$ cat config.mk
export PLATFORM = sky130hd
export DESIGN_NAME = fwrisc_prog_loader
export DESIGN_NICKNAME = d
export VERILOG_FILES = /design/src/rtl/fwrisc_prog_loader.sv
export SDC_FILE = /design/constraint.sdc
export NUM_CORES = 1
export LEC_CHECK = 0
export ABC_AREA = 1
export BUFFER_PORTS_ARGS = -buffer_cell sky130_fd_sc_hd__buf_2
export CAP_MARGIN = 10
export CORE_ASPECT_RATIO = 1.2
export CORE_MARGIN = 2
export CORE_UTILIZATION = 53
export DETAILED_ROUTE_END_ITERATION = 7
export MAX_ROUTING_LAYER = met4
export PLACE_DENSITY = 0.75
export SLEW_MARGIN = 25
export SYNTH_ARGS = -nofsm -noshare
export SYNTH_HDL_FRONTEND = slang
export SYNTH_SLANG_ARGS = --single-unit
$ cat constraint.sdc
create_clock -name clock -period 1.6 [get_ports clock]
set_clock_uncertainty 0.2 [all_clocks]
set_input_delay 0.32 -clock clock [delete_from_list [all_inputs] [get_ports clock]]
set_output_delay 0.32 -clock clock [all_outputs]
set_load 0.005 [all_outputs]
$ cat src/rtl/fwrisc_prog_loader.sv
// UART program loader for the fwrisc core: parses an A5/LEN/payload frame into instruction-memory word writes.
// Optional trailing XOR checksum byte is enabled by defining FWRISC_PROG_LOADER_CSUM_EN.
`timescale 1ns/1ps
module fwrisc_prog_loader #(
  parameter int unsigned MEM_ADDR_W     = 12,
  parameter int unsigned TIMEOUT_CYCLES = 5000000
) (
  input  logic                  clock,
  input  logic                  reset,
  input  logic                  rx_valid,
  input  logic [7:0]            rx_data,
  output logic                  mem_we,
  output logic [MEM_ADDR_W-1:0] mem_addr,
  output logic [31:0]           mem_wdata,
  output logic                  core_reset,
  output logic                  program_receiving,
  output logic                  program_ov,
  output logic                  program_done,
  output logic                  load_err
);

  localparam int unsigned IDLE_W   = $clog2(TIMEOUT_CYCLES + 1);
  localparam logic [32:0] CAPACITY = 33'(1) << MEM_ADDR_W;

  typedef enum logic [2:0] {
    S_IDLE, S_LEN0, S_LEN1, S_DATA,
`ifdef FWRISC_PROG_LOADER_CSUM_EN
    S_CSUM,
`endif
    S_DONE, S_OVF
  } state_e;

  state_e                state_q, state_d;
  logic [7:0]            len_lo_q, len_lo_d;
  logic [15:0]           words_left_q, words_left_d;
  logic [23:0]           word_q, word_d;
  logic [1:0]            byte_cnt_q, byte_cnt_d;
  logic [IDLE_W-1:0]     idle_cnt_q, idle_cnt_d;
  logic                  mem_we_q, mem_we_d;
  logic [MEM_ADDR_W-1:0] mem_addr_q, mem_addr_d;
  logic [31:0]           mem_wdata_q, mem_wdata_d;
  logic                  core_reset_q, core_reset_d;
  logic                  receiving_q, receiving_d;
  logic                  ov_q, ov_d;
  logic                  done_q, done_d;
  logic                  load_err_q, load_err_d;
`ifdef FWRISC_PROG_LOADER_CSUM_EN
  logic [7:0]            csum_q, csum_d;
`endif

  logic                  active_c;
  logic                  finish_c;
  logic [15:0]           len_c;

  always_comb begin
    state_d      = state_q;
    len_lo_d     = len_lo_q;
    words_left_d = words_left_q;
    word_d       = word_q;
    byte_cnt_d   = byte_cnt_q;
    idle_cnt_d   = '0;
    mem_we_d     = 1'b0;
    mem_addr_d   = mem_addr_q;
    mem_wdata_d  = mem_wdata_q;
    core_reset_d = core_reset_q;
    ov_d         = ov_q;
    done_d       = done_q;
    load_err_d   = 1'b0;
    finish_c     = 1'b0;
    len_c        = {rx_data, len_lo_q};
`ifdef FWRISC_PROG_LOADER_CSUM_EN
    csum_d       = csum_q;
    active_c     = (state_q == S_LEN0) || (state_q == S_LEN1) ||
                   (state_q == S_DATA) || (state_q == S_CSUM);
`else
    active_c     = (state_q == S_LEN0) || (state_q == S_LEN1) || (state_q == S_DATA);
`endif

    // Address advances the cycle after each write strobe.
    if (mem_we_q) mem_addr_d = mem_addr_q + MEM_ADDR_W'(1);

    case (state_q)
      S_IDLE: begin
        if (rx_valid && rx_data == 8'hA5) begin
          state_d    = S_LEN0;
          mem_addr_d = '0;
          byte_cnt_d = '0;
`ifdef FWRISC_PROG_LOADER_CSUM_EN
          csum_d     = '0;
`endif
        end
      end
      S_LEN0: begin
        if (rx_valid) begin
          len_lo_d = rx_data;
          state_d  = S_LEN1;
        end
      end
      S_LEN1: begin
        if (rx_valid) begin
          if ({17'b0, len_c} > CAPACITY) begin
            state_d = S_OVF;
            ov_d    = 1'b1;
          end else if (len_c == 16'd0) begin
            finish_c = 1'b1;
          end else begin
            state_d      = S_DATA;
            words_left_d = len_c;
          end
        end
      end
      S_DATA: begin
        if (rx_valid) begin
`ifdef FWRISC_PROG_LOADER_CSUM_EN
          csum_d = csum_q ^ rx_data;
`endif
          byte_cnt_d = byte_cnt_q + 2'd1;
          case (byte_cnt_q)
            2'd0:    word_d[7:0]   = rx_data;
            2'd1:    word_d[15:8]  = rx_data;
            2'd2:    word_d[23:16] = rx_data;
            default: begin
              mem_we_d     = 1'b1;
              mem_wdata_d  = {rx_data, word_q};
              words_left_d = words_left_q - 16'd1;
              if (words_left_q == 16'd1) finish_c = 1'b1;
            end
          endcase
        end
      end
`ifdef FWRISC_PROG_LOADER_CSUM_EN
      S_CSUM: begin
        if (rx_valid) begin
          if (rx_data == csum_q) begin
            state_d      = S_DONE;
            done_d       = 1'b1;
            core_reset_d = 1'b0;
          end else begin
            state_d    = S_IDLE;
            load_err_d = 1'b1;
            mem_addr_d = '0;
            byte_cnt_d = '0;
          end
        end
      end
`endif
      default: ;
    endcase

    if (finish_c) begin
`ifdef FWRISC_PROG_LOADER_CSUM_EN
      state_d      = S_CSUM;
`else
      state_d      = S_DONE;
      done_d       = 1'b1;
      core_reset_d = 1'b0;
`endif
    end

    // Idle timeout; an arriving byte always wins over expiry.
    if (active_c && !rx_valid) begin
      if (idle_cnt_q == IDLE_W'(TIMEOUT_CYCLES - 1)) begin
        state_d    = S_IDLE;
        load_err_d = 1'b1;
        mem_addr_d = '0;
        byte_cnt_d = '0;
      end else begin
        idle_cnt_d = idle_cnt_q + IDLE_W'(1);
      end
    end

`ifdef FWRISC_PROG_LOADER_CSUM_EN
    receiving_d = (state_d == S_LEN0) || (state_d == S_LEN1) ||
                  (state_d == S_DATA) || (state_d == S_CSUM);
`else
    receiving_d = (state_d == S_LEN0) || (state_d == S_LEN1) || (state_d == S_DATA);
`endif
  end

  always_ff @(posedge clock) begin
    if (reset) begin
      state_q      <= S_IDLE;
      len_lo_q     <= '0;
      words_left_q <= '0;
      word_q       <= '0;
      byte_cnt_q   <= '0;
      idle_cnt_q   <= '0;
      mem_we_q     <= 1'b0;
      mem_addr_q   <= '0;
      mem_wdata_q  <= '0;
      core_reset_q <= 1'b1;
      receiving_q  <= 1'b0;
      ov_q         <= 1'b0;
      done_q       <= 1'b0;
      load_err_q   <= 1'b0;
`ifdef FWRISC_PROG_LOADER_CSUM_EN
      csum_q       <= '0;
`endif
    end else begin
      state_q      <= state_d;
      len_lo_q     <= len_lo_d;
      words_left_q <= words_left_d;
      word_q       <= word_d;
      byte_cnt_q   <= byte_cnt_d;
      idle_cnt_q   <= idle_cnt_d;
      mem_we_q     <= mem_we_d;
      mem_addr_q   <= mem_addr_d;
      mem_wdata_q  <= mem_wdata_d;
      core_reset_q <= core_reset_d;
      receiving_q  <= receiving_d;
      ov_q         <= ov_d;
      done_q       <= done_d;
      load_err_q   <= load_err_d;
`ifdef FWRISC_PROG_LOADER_CSUM_EN
      csum_q       <= csum_d;
`endif
    end
  end

  assign mem_we            = mem_we_q;
  assign mem_addr          = mem_addr_q;
  assign mem_wdata         = mem_wdata_q;
  assign core_reset        = core_reset_q;
  assign program_receiving = receiving_q;
  assign program_ov        = ov_q;
  assign program_done      = done_q;
  assign load_err          = load_err_q;

endmodule

==> impl_metrics.env <==
export IMPL_final_nets=990
export IMPL_path_class="reg2reg"
export IMPL_rr_endpoint="program_receiving"
export IMPL_hpwl_mm=10.9
export IMPL_seqPwrFrac=0.420
export IMPL_clk_pin_slew_ns=0.06
export IMPL_combinationalPowerShare=0.030
export IMPL_drt_iter0_markers=523
export IMPL_core_um2=10600
export IMPL_clkSinkCount=126
export IMPL_fmax_ghz=0.560
export IMPL_cts_tree="done"
export IMPL_cp_start_kind="flip-flop"
export IMPL_io_pins=61
export IMPL_placedCellCount=1058
export IMPL_dieArea_um2=11800
export IMPL_num_antenna_cells=0
export IMPL_grt_pass1_wl_mm=26.9
export IMPL_rsz0062_at_grt="true"
export IMPL_place_congestion=0.949
export IMPL_dr_pass1_iters=5
export IMPL_power_per_cell_area_nw_per_um2=880
export IMPL_yosysUniqueCellTypes=41
export IMPL_multiInputGateArea_um2=3230
export IMPL_hp_start="reset"
export IMPL_syn_nets=792
export IMPL_regToRegSetupSlack_ns=-0.19
export IMPL_stdcell_count=1113
export IMPL_reg2reg_from="state_q[2]"
export IMPL_final_cell_mix="buf_4, dfxtp_1, nor2_1"
export IMPL_timing_final_setup_violations=62
export IMPL_critPathRequiredTime_ns=1.72
export IMPL_hold_viol_final=0
export IMPL_outcome="complete, but fails checks"
export IMPL_grt_overflow_total=0
export IMPL_post_place_ws_ns=-0.289
export IMPL_clock_latency_ns=0.42
export IMPL_fin_util=0.801
export IMPL_synth_warnings=0
export IMPL_postRouteAntennaNets=0
export IMPL_synth_area_um2=5800
export IMPL_syn2layout_area_growth_pct=46.1
export IMPL_layout_commonest_cell="buf_4"
export IMPL_p_switching_mw=1.66
export IMPL_arrival_ns=1.91
export IMPL_die_x_um=99.5
export IMPL_ys_seq_elements=126
export IMPL_h_tree_depth=4
export IMPL_ir_worst_vdd_mv=0.766
export IMPL_drv_cap=0
export IMPL_clockBufferDepth=2
export IMPL_port_buffers=60
export IMPL_die_y_um=119
export IMPL_finalCriticalPeriod_ns=1.79
export IMPL_vias=6278
export IMPL_fin_ws_ns=-0.186
export IMPL_holdPathEnd="program_done"
export IMPL_antenna_found_initial=0
export IMPL_tightestPinTransition_ns=0.306
export IMPL_syn_area_per_cell_um2=7.50
export IMPL_cts_buffers=17
export IMPL_p_clk_frac=0.550
export IMPL_wl_per_cell_um=16.4
export IMPL_intPower_mw=5.79
export IMPL_finalWirelength_mm=18.3
export IMPL_drive_gt1_frac=0.403
export IMPL_failed_checks="negative setup slack"
export IMPL_seqCellArea_um2=2560
export IMPL_grt_usage=0.288
export IMPL_grt_max_degree=37
export IMPL_synth_edf_count=0
export IMPL_worstSetupEndpointType="flip-flop"
export IMPL_route_detailed_drc=0
export IMPL_power_total_mw=7.45
export IMPL_power_leakage_nw=3.79
export IMPL_ys_flop_type="dfxtp_1"
export IMPL_crit_fanout=6
export IMPL_cts_hold_buf=0
export IMPL_whs_path_depth=3
export IMPL_slew_violations=0
export IMPL_yosysSeqAreaShare=0.435
export IMPL_slew_headroom=0.794
export IMPL_first_global_vias=5874
export IMPL_startpoint="state_q[2]"
export IMPL_cts_root_buf="clkbuf_16"
export IMPL_fin_setup_tns_ns=-5.23
export IMPL_via_per_inst=5.64
export IMPL_post_route_period_util=1.12
export IMPL_synth_async_sr_flop_share=0
export IMPL_r2r_cells=9
export IMPL_start_util=0.548
export IMPL_fillers=651
export IMPL_netlist_instances=773
export IMPL_worstHoldPathType="in2reg"
export IMPL_rows=41
export IMPL_p_sw_frac=0.223
critical path, cell delays in order (launching register included):
cell and delay, ns:
dfxtp_4 0.39, inv_6 0.06, buf_4 0.13, buf_4 0.13, nand3_1 0.13, nand3_1 0.13
a21oi_1 0.28, nor2_1 0.10, nor2_1 0.10, nor2_1 0.05
worst max-delay path by stage:
| stage | end | cells past startpoint |
|---|---|---|
| 3_5_place_dp | words_left_q[8] | 11 |
| 5_1_grt | idle_cnt_q[10] | 11 |
| 6_report | program_receiving | 9 |
| 4_1_cts | idle_cnt_q[10] | 11 |
| 3_3_place_gp | words_left_q[8] | 11 |
| 2_1_floorplan | idle_cnt_q[3] | 11 |
sequential cells by signal, indices dropped and copies added, names as in the netlist:
signal	flops
byte_cnt_q	2
core_reset	1
idle_cnt_q	23
len_lo_q	8
load_err	1
mem_addr	12
mem_wdata	32
mem_we	1
program_done	1
program_ov	1
program_receiving	1
state_q	3
word_q	24
words_left_q	16
through the flow:
step	cell area, µm²	hold slack, ns
2_1_floorplan	5850	0.230
3_3_place_gp	7110	0.235
3_5_place_dp	7110	0.247
4_1_cts	8030	0.0886
5_1_grt	8470	0.140
6_report	8470	0.129
layer usage:
layer  wire length, µm  vias to the layer above  global-route usage
met5                 0                        -                   -
met4               655                        0               0.116
met3              1160                       62              0.0509
met2              9400                      320               0.481
met1              7050                     2955               0.340
li1                  -                     2941                   -
cell usage after synthesis (5+ instances only):
cell type    n  area, µm²
dfxtp_1    126       2520
nor2_1     125        469
nand2_1    120        450
a21oi_1     68        340
inv_1       68        255
o21ai_0     67        335
nand3_1     35        175
o21ai_1     14       70.1
nor3_1      13       65.1
a21oi_2     12        105
nand4_1     12       75.1
xor2_1      12        105
clkbuf_1    11       41.3
ha_1         8        100
buf_6        6       67.6
inv_2        6       22.5
nand2_4      6       67.6
buf_2        5       25.0
buf_4        5       37.5
nand2_2      5       31.3
nor3_2       5       50.1
logic make-up after synthesis:
kind of cell | Yosys count | synth area share
compound gates | 172 | 0.161
flops | 126 | 0.435
fa+ha+maj | 8 | 0.0173
simple gates | 348 | 0.283
buf+inv | 103 | 0.0792
xor+xnor | 16 | 0.0242
power groups by stage:
stage / sequential [mW] / combinational (mW) / clock (mW)
floorplan: 3.21 / 0.0842 / 0
global placement: 3.21 / 0.190 / 0
detailed placement: 3.21 / 0.192 / 0
CTS: 3.14 / 0.201 / 4.11
global route: 3.13 / 0.235 / 4.27
finish: 3.13 / 0.225 / 4.10
layout make-up:
cell class | instances | share of cell area
tap | 129 | 0.0191
timing repair inverter | 1 | 0.000591
multi-input combinational | 544 | 0.381
clock buffer | 19 | 0.0536
clock inverter | 13 | 0.0204
inverter | 76 | 0.0389
timing repair buffer | 205 | 0.184
sequential | 126 | 0.302
repair_timing:
action,CTS,global route
buffers inserted,10,13
gates cloned,1,2
endpoints found under the hold margin,0,0
resized for setup,65,114
setup endpoints to repair,106,116
pin swaps,14,38
(Power assumes the default switching activity.)
